$ cat config.mk
export PLATFORM = sky130hd
export DESIGN_NAME = bram_mailbox_reader
export DESIGN_NICKNAME = d
export VERILOG_FILES = /design/src/rtl/bram_mailbox_reader.sv
export SDC_FILE = /design/constraint.sdc
export NUM_CORES = 1
export LEC_CHECK = 0
export ABC_AREA = 1
export BUFFER_PORTS_ARGS = -buffer_cell sky130_fd_sc_hd__buf_4
export CAP_MARGIN = 25
export CORE_MARGIN = 3
export CORE_UTILIZATION = 53
export CTS_CLUSTER_SIZE = 12
export DETAILED_ROUTE_END_ITERATION = 12
export PLACE_DENSITY = 0.76
export SYNTH_ARGS = -nofsm -noshare
export SYNTH_HDL_FRONTEND = slang
export SYNTH_SLANG_ARGS = --single-unit
$ cat constraint.sdc
create_clock -name clk -period 2.2 [get_ports clk]
set_clock_uncertainty 0.15 [all_clocks]
set_input_delay 0.44 -clock clk [delete_from_list [all_inputs] [get_ports clk]]
set_output_delay 0.44 -clock clk [all_outputs]
set_load 0.1 [all_outputs]
$ cat src/rtl/bram_mailbox_reader.sv
// PL-side reader for the PS->PL mailbox in the shared BRAM: on a doorbell edge it validates the
// header at word 0 and streams words 1..len out over a registered valid/ready interface.
module bram_mailbox_reader #(
  parameter int unsigned ADDR_WIDTH = 11,
  parameter int unsigned DATA_WIDTH = 32,
  parameter logic [15:0] MAGIC      = 16'hC0DE,
  parameter int unsigned MAX_LEN    = 2047
) (
  input  logic                  clk,
  input  logic                  rst_n,
  input  logic                  doorbell_in,
  output logic                  bram_en,
  output logic [ADDR_WIDTH-1:0] bram_addr,
  input  logic [DATA_WIDTH-1:0] bram_dout,
  output logic [DATA_WIDTH-1:0] m_data,
  output logic                  m_valid,
  input  logic                  m_ready,
  output logic                  m_last,
  output logic                  irq_done,
  output logic                  busy,
  output logic                  err_hdr,
  output logic                  ovr
);

  typedef enum logic [2:0] {StIdle, StHdr, StChk, StStream, StDone} state_e;

  localparam logic [ADDR_WIDTH-1:0] AddrOne = ADDR_WIDTH'(1);

  state_e                  state_q, state_d;
  logic                    db_meta_q, db_sync_q, db_prev_q, start;
  logic [ADDR_WIDTH-1:0]   len_q, len_d, rd_cnt_q, rd_cnt_d, ld_cnt_q, ld_cnt_d, addr_q, addr_d;
  logic                    dv_q, rd_issue;
  logic [DATA_WIDTH-1:0]   fifo_q [2];
  logic [DATA_WIDTH-1:0]   fifo_d [2];
  logic [1:0]              fcnt_q, fcnt_d;
  logic [DATA_WIDTH-1:0]   mdata_q, mdata_d;
  logic                    mvalid_q, mvalid_d, mlast_q, mlast_d;
  logic                    err_q, err_d, ovr_q, ovr_d;
  logic [ADDR_WIDTH-1:0]   hdr_len;
  logic                    hdr_bad, out_free, take_fifo, take_bus;
  logic                    unused_hdr;

  assign start      = db_sync_q & ~db_prev_q;
  assign hdr_len    = bram_dout[ADDR_WIDTH-1:0];
  assign hdr_bad    = (bram_dout[31:16] != MAGIC) || (hdr_len == '0) || (32'(hdr_len) > MAX_LEN);
  assign unused_hdr = ^bram_dout[15:ADDR_WIDTH];

  always_ff @(posedge clk or negedge rst_n) begin
    if (!rst_n) begin
      db_meta_q <= 1'b0;
      db_sync_q <= 1'b0;
      db_prev_q <= 1'b0;
    end else begin
      db_meta_q <= doorbell_in;
      db_sync_q <= db_meta_q;
      db_prev_q <= db_sync_q;
    end
  end

  always_comb begin
    state_d   = state_q;
    len_d     = len_q;
    rd_cnt_d  = rd_cnt_q;
    ld_cnt_d  = ld_cnt_q;
    addr_d    = addr_q;
    fifo_d    = fifo_q;
    fcnt_d    = fcnt_q;
    mdata_d   = mdata_q;
    mvalid_d  = mvalid_q;
    mlast_d   = mlast_q;
    err_d     = err_q;
    ovr_d     = ovr_q;
    rd_issue  = 1'b0;
    bram_en   = 1'b0;
    out_free  = !mvalid_q || m_ready;
    take_fifo = 1'b0;
    take_bus  = 1'b0;

    if (start && state_q != StIdle) ovr_d = 1'b1;

    unique case (state_q)
      StIdle: begin
        if (start) begin
          err_d   = 1'b0;
          ovr_d   = 1'b0;
          state_d = StHdr;
        end
      end
      StHdr: begin
        bram_en = 1'b1;
        addr_d  = '0;
        state_d = StChk;
      end
      StChk: begin
        // Header word is on bram_dout for exactly this cycle.
        if (hdr_bad) begin
          err_d   = 1'b1;
          state_d = StDone;
        end else begin
          len_d    = hdr_len;
          rd_cnt_d = '0;
          ld_cnt_d = '0;
          state_d  = StStream;
        end
      end
      StStream: begin
        // Reads in flight plus buffered words never exceed the two skid slots.
        rd_issue = (rd_cnt_q < len_q) && ((fcnt_q + {1'b0, dv_q}) < 2'd2);
        if (rd_issue) begin
          bram_en  = 1'b1;
          addr_d   = rd_cnt_q + AddrOne;
          rd_cnt_d = rd_cnt_q + AddrOne;
        end
        take_fifo = out_free && (fcnt_q != 2'd0);
        take_bus  = out_free && (fcnt_q == 2'd0) && dv_q;
        if (out_free) begin
          mvalid_d = take_fifo || take_bus;
          mlast_d  = 1'b0;
          if (take_fifo) begin
            mdata_d = fifo_q[0];
          end else if (take_bus) begin
            mdata_d = bram_dout;
          end
          if (take_fifo || take_bus) begin
            mlast_d  = (ld_cnt_q + AddrOne) == len_q;
            ld_cnt_d = ld_cnt_q + AddrOne;
          end
        end
        if (take_fifo) begin
          fifo_d[0] = fifo_q[1];
          fcnt_d    = fcnt_q - 2'd1;
        end
        if (dv_q && !take_bus) begin
          fifo_d[fcnt_d[0]] = bram_dout;
          fcnt_d            = fcnt_d + 2'd1;
        end
        if (mvalid_q && m_ready && mlast_q) state_d = StDone;
      end
      StDone:  state_d = StIdle;
      default: state_d = StIdle;
    endcase
  end

  always_ff @(posedge clk or negedge rst_n) begin
    if (!rst_n) begin
      state_q   <= StIdle;
      len_q     <= '0;
      rd_cnt_q  <= '0;
      ld_cnt_q  <= '0;
      addr_q    <= '0;
      dv_q      <= 1'b0;
      fifo_q[0] <= '0;
      fifo_q[1] <= '0;
      fcnt_q    <= '0;
      mdata_q   <= '0;
      mvalid_q  <= 1'b0;
      mlast_q   <= 1'b0;
      err_q     <= 1'b0;
      ovr_q     <= 1'b0;
    end else begin
      state_q   <= state_d;
      len_q     <= len_d;
      rd_cnt_q  <= rd_cnt_d;
      ld_cnt_q  <= ld_cnt_d;
      addr_q    <= addr_d;
      dv_q      <= rd_issue;
      fifo_q[0] <= fifo_d[0];
      fifo_q[1] <= fifo_d[1];
      fcnt_q    <= fcnt_d;
      mdata_q   <= mdata_d;
      mvalid_q  <= mvalid_d;
      mlast_q   <= mlast_d;
      err_q     <= err_d;
      ovr_q     <= ovr_d;
    end
  end

  assign bram_addr = addr_d;
  assign m_data    = mdata_q;
  assign m_valid   = mvalid_q;
  assign m_last    = mlast_q;
  assign irq_done  = (state_q == StDone);
  assign busy      = (state_q != StIdle);
  assign err_hdr   = err_q;
  assign ovr       = ovr_q;

endmodule
; Word-level counts from Yosys, hierarchy flattened
; Index checks and enable logic that the tools add are counted.
[word_totals]
ff_bits = 153
in_bits = 36
output_inout_bits = 50
[op_classes]
add_sub_neg = 5
n_lt_le_gt_ge = 4
n_eq_ne = 13
n_mux = 33
bitwise_logic = 4
n_reduce_logical = 30
[op_table]
columns = cell, n
row1 = two-way mux 32 bit, 5
row2 = one-hot mux 11 bit (2 select lines), 3
row3 = bitwise mux 64 bit, 1
row4 = two-way mux 64 bit, 1
row5 = two-way mux 11 bit, 5
row6 = demux 32 bit (select 1 bit), 1
row7 = "adder 11 x 1 -> 11 bit, second input constant", 2
row8 = "inequality test 16 bit, second input constant", 1
row9 = "inequality test 2 bit, second input constant", 7
row10 = one-hot mux 3 bit (4 select lines), 1
row11 = == test 11 bit, 1
row12 = zero test 11 bit, 1
row13 = < comparator 11 bit, 1
row14 = logical AND 1 bit, 9
row15 = two-way mux 3 bit, 3
row16 = AND reduction 3 bit, 3
row17 = two-way mux 1 bit, 8
row18 = AND reduction 2 bit, 4
row19 = nonzero test 2 bit, 4
row20 = "== test 3 x 2 -> 1 bit, second input constant", 2
row21 = two-way mux 2 bit, 3
row22 = one-hot mux 1 bit (2 select lines), 2
row23 = AND reduction 4 bit, 1
row24 = "== test 3 x 1 -> 1 bit, second input constant", 1
row25 = 15 further kinds, 19

; Logic depth before layout (Yosys ltp)
[logic_depth]
word_depth = 12
mapped_depth = 12

; Least setup slack after synthesis
; OpenSTA, ideal clock, no wires.
[synth_timing]
path_type = flip-flop to output port
from = register len_q[10]
to = output bram_addr[0]
t_arrival_ns = 2.207
required_time_ns = 1.610
slack_ns = -0.597
path_stages_with_launch = 11
n_path_buf = 0
cell_sequence = dfrtp_1 inv_1 ha_1 nand2_1 nor2_1 nand3_1 nand3_1 nor2_2 nor2_2 nand2_1 nand2_1
[synth_between]
elab_chain_cells = 4
[synth_lines]
columns = item, line_no
row1 = start: declaration, 31  ; logic [ADDR_WIDTH-1:0] len_q, len_d, rd_cnt_q, rd_cnt_d, ld_cnt_q, ld_cnt_d, addr_q, addr_d;
row2 = start signal: assignment, 162  ; len_q <= len_d;
row3 = < comparator 11 bit, 108  ; rd_issue = (rd_cnt_q < len_q) && ((fcnt_q + {1'b0, dv_q}) < 2'd2);
row4 = logical AND 1 bit, 108
row5 = two-way mux 11 bit, 109  ; if (rd_issue) begin
row6 = one-hot mux 11 bit (2 select lines), 81  ; unique case (state_q)
row7 = end: declaration, 13  ; output logic [ADDR_WIDTH-1:0] bram_addr,
; Every way passes these cells.

; Worst setup path after layout
[layout_timing]
from = register rd_cnt_q[4]
to = output bram_addr[9]
[layout_between]
elab_chain_cells = 4
[layout_lines]
columns = item, line_no
row1 = start: declaration, 31
row2 = start signal: assignment, 163  ; rd_cnt_q <= rd_cnt_d;
row3 = < comparator 11 bit, 108
row4 = logical AND 1 bit, 108
row5 = two-way mux 11 bit (*), 109
row6 = one-hot mux 11 bit (2 select lines) (*), 81
; Mark *: on every way between the ends. The rest lies on a longest branch, timed or not.

==> impl_metrics.tcl <==
set metrics [dict create \
    crit_family "simple AND/OR/NAND/NOR gates" \
    violations "setup timing" \
    power_density_mw_per_mm2 1270 \
    placed_cell_area_sq_mm 0.00902 \
    syn_area_sq_mm 0.00756 \
    r2r_end "fifo_q[35]" \
    synthTopCellsByArea "dfrtp_1, nand2_1, o21ai_0" \
    worstPathRequired_ns 1.61 \
    max_freq_ghz 0.336 \
    finalInstanceArea_sq_mm 0.0103 \
    finalWirelength_um 21300 \
    yosys.area_share.adder_pct 2.15 \
    fp.dieH_um 125 \
    grt_pass1_vias 6892 \
    cts_root_buffer "clkbuf_16" \
    hold_start "bram_dout[15]" \
    hold_depth 3 \
    slew_headroom_pct 61.3 \
    synth_async_sr_flop_share_pct 100 \
    finalHoldViolations 0 \
    synth-main-ff-cell "dfrtp_1" \
    gp_congestion 0.913 \
    synth_edf_count 0 \
    max_stage_delay_ns 0.39 \
    critPathCaptureType "primary output" \
    setup_viol 12 \
    io_buffers 85 \
    crit_path_start_kind "flip-flop" \
    synth_xor_area_share_pct 1.03 \
    drive_above_1_share_pct 28.5 \
    yosys-top-cells-count "nand2_1, dfrtp_1, o21ai_0" \
    crit_chain "buf_4 > buf_4 > inv_1 > nor3_1 > nand4_1 > xor2_1 > nand2_2 > nand2_8 > buf_12" \
    synth_top_cell_area_share_pct 50.6 \
    synth_top_family_by_area "simple AND/OR/NAND/NOR gates" \
    rows 43 \
    tritoncts "yes" \
    ys_ff_latch 153 \
    path_buf_inv 4 \
    synth_warnings 0 \
    clkSinkCount 153 \
    antenna_left 0 \
    grt_pass1_wl_um 33400 \
    grt_max_degree 100 \
    cts_buffer_depth 2 \
    first_pass_iters 5 \
    clk_latency_ns 0.42 \
    vias 7065 \
    r2r_slack_ns 0.01 \
    status "complete, but fails checks" \
    cp_slowest_cell "dfrtp_1" \
    start_util_pct 54.3 \
    fp.dieW_um 125 \
    period_share_pct 135 \
    crit_path_max_fanout 5 \
    r2r_start "fcnt_q[0]" \
    htreeDepth 4 \
    coreArea_sq_mm 0.0139 \
    clkTransAtPathRegs_ns 0.06 \
    cp_common_cell "buf_4" \
    path_class "flip-flop to primary output" \
    nNetsFinal 1107 \
    min_period_ns 2.98 \
    boundaryPins 86 \
    synth_area_per_cell_sq_um 8.38 \
    drtIter0Drc 743 \
    worstRegToRegCells 11 \
    synth_simple_gate_area_share_pct 20.0 \
    worst_pin_slew_ns 0.579 \
    final_util_pct 74.0 \
    synth.most_common_cell "nand2_1" \
    cap_violations 0 \
    yosysTopAreaCell "dfrtp_1" \
    fin_ws_ns -0.776 \
    p_leak_nw 4.97 \
    hold_path.class "input pin to flip-flop" \
    n_antenna_cell 0 \
    vdd_drop_max_mv 1.04 \
    detail_route.wl_per_cell_um 17.0 \
    synth_compound_area_share_pct 18.8 \
    die_area_sq_mm 0.0157 \
    area_growth_pct 36.4 \
    synth_seq_area_share_pct 50.6 \
    antenna_found_initial 0 \
    grt_usage_pct 25.9 \
    overflow 0 \
    ys_types 33 \
    vias_per_cell 5.65 \
    rsz0062_at_grt "yes" \
    dpl.hpwl_um 12800 \
    netlist_instances 903 \
    synth_nets 952 \
    slew_viol_final 0 \
    cp.arrival_ns 2.39 \
    numCtsBuffers 17 \
    drc 0 \
    synth_mux_area_share_pct 0 \
]
-- area by class of cell --
type                    instances  area, sq um
flip-flops and latches        153         3830
multi-input cells             624         3660
fillers                       951         3620
repair buffers                178         1680
clock buffers                  18          439
inverters                      84          319
well taps                     180          225
clock inverters                14          161
-- stage by stage --
stage	cells	power (W)	hold WS, ns	setup WS [ns]	setup TNS (ns)
6_report	1251	0.0131	0.177	-0.776	-8.42
4_1_cts	1240	0.0129	0.167	-0.767	-8.33
2_1_floorplan	903	0.00831	-0.00559	-0.244	-1.69
3_3_place_gp	1200	0.00963	0.187	-0.450	-4.64
3_5_place_dp	1200	0.00975	0.189	-0.520	-5.31
5_1_grt	1251	0.0138	0.191	-0.852	-9.78
-- where the power goes --
part | internal (W) | total, W | switching [W]
sequential | 0.00354 | 0.00399 | 0.000456
clock | 0.00173 | 0.00299 | 0.00126
combinational | 0.00176 | 0.00616 | 0.00440
-- placed cells by master, fill, tap and decap left out, types with 4 or more instances in the layout --
| cell type | Yosys | layout |
|---|---|---|
| buf_12 | 0 | 19 |
| o21ai_1 | 4 | 10 |
| o21ai_2 | 1 | 4 |
| nor2_2 | 2 | 4 |
| o211ai_2 | 11 | 11 |
| clkbuf_16 | 0 | 19 |
| nand3_1 | 62 | 54 |
| o21a_1 | 32 | 32 |
| o21ai_0 | 148 | 139 |
| inv_2 | 3 | 11 |
| dfrtp_1 | 153 | 152 |
| buf_6 | 8 | 11 |
| xor2_1 | 7 | 6 |
| nor2_1 | 41 | 35 |
| o22ai_1 | 4 | 4 |
| nand2_1 | 238 | 209 |
| nand3_2 | 1 | 6 |
| inv_6 | 0 | 4 |
| nand2_2 | 3 | 16 |
| ha_1 | 13 | 5 |
| clkinvlp_4 | 0 | 5 |
| ha_4 | 0 | 7 |
| nor2_4 | 1 | 7 |
| o211ai_1 | 22 | 22 |
| a21oi_1 | 11 | 8 |
| nand2_8 | 0 | 7 |
| nand2_4 | 1 | 10 |
| nand4_1 | 7 | 7 |
| inv_1 | 81 | 72 |
| buf_4 | 0 | 142 |
| nor3_1 | 6 | 6 |
-- what timing repair did --
item	CTS	global route
hold buffers	2	0
setup buffers	4	8
gates cloned	2	3
resized for setup	59	70
setup endpoints to repair	33	71
pin swaps	13	24
hold endpoints to repair	33	0
-- worst min-delay path, cell delays in order --
cell and delay [ns]:
buf_4 0.08, inv_1 0.05, o21ai_0 0.14
-- logic make-up (layout without fill, tap and decap cells) --
| logic type | Yosys count | count (layout) |
|---|---|---|
| DFF | 153 | 153 |
| adders and majority gates | 13 | 13 |
| buffers and inverters | 128 | 294 |
| and+or+nand+nor | 364 | 366 |
| AOI/OAI and AO/OA | 237 | 237 |
| xor gates and xnor gates | 8 | 8 |
-- per-layer routing --
layer | track usage (%) | share of wire [%] | wire (um) | up-vias
li1 | - | - | - | 3313
met1 | 33.9 | 42 | 8900 | 3446
met2 | 43.4 | 50 | 10700 | 256
met3 | 5.08 | 5.4 | 1160 | 50
met4 | 8.35 | 2.5 | 524 | 0
met5 | 0 | 0 | 0 | -
-- worst max-delay path by stage --
stage	cells past startpoint	start	slack [ns]	end
after floorplan	8	rd_cnt_q[6]	-0.24	bram_en
after global placement	10	len_q[9]	-0.45	bram_addr[3]
after detailed placement	10	len_q[9]	-0.52	bram_addr[3]
after CTS	10	len_q[9]	-0.77	bram_addr[3]
after global routing	9	rd_cnt_q[4]	-0.85	bram_addr[9]
final	9	rd_cnt_q[4]	-0.78	bram_addr[9]
(Power assumes the default switching activity.)
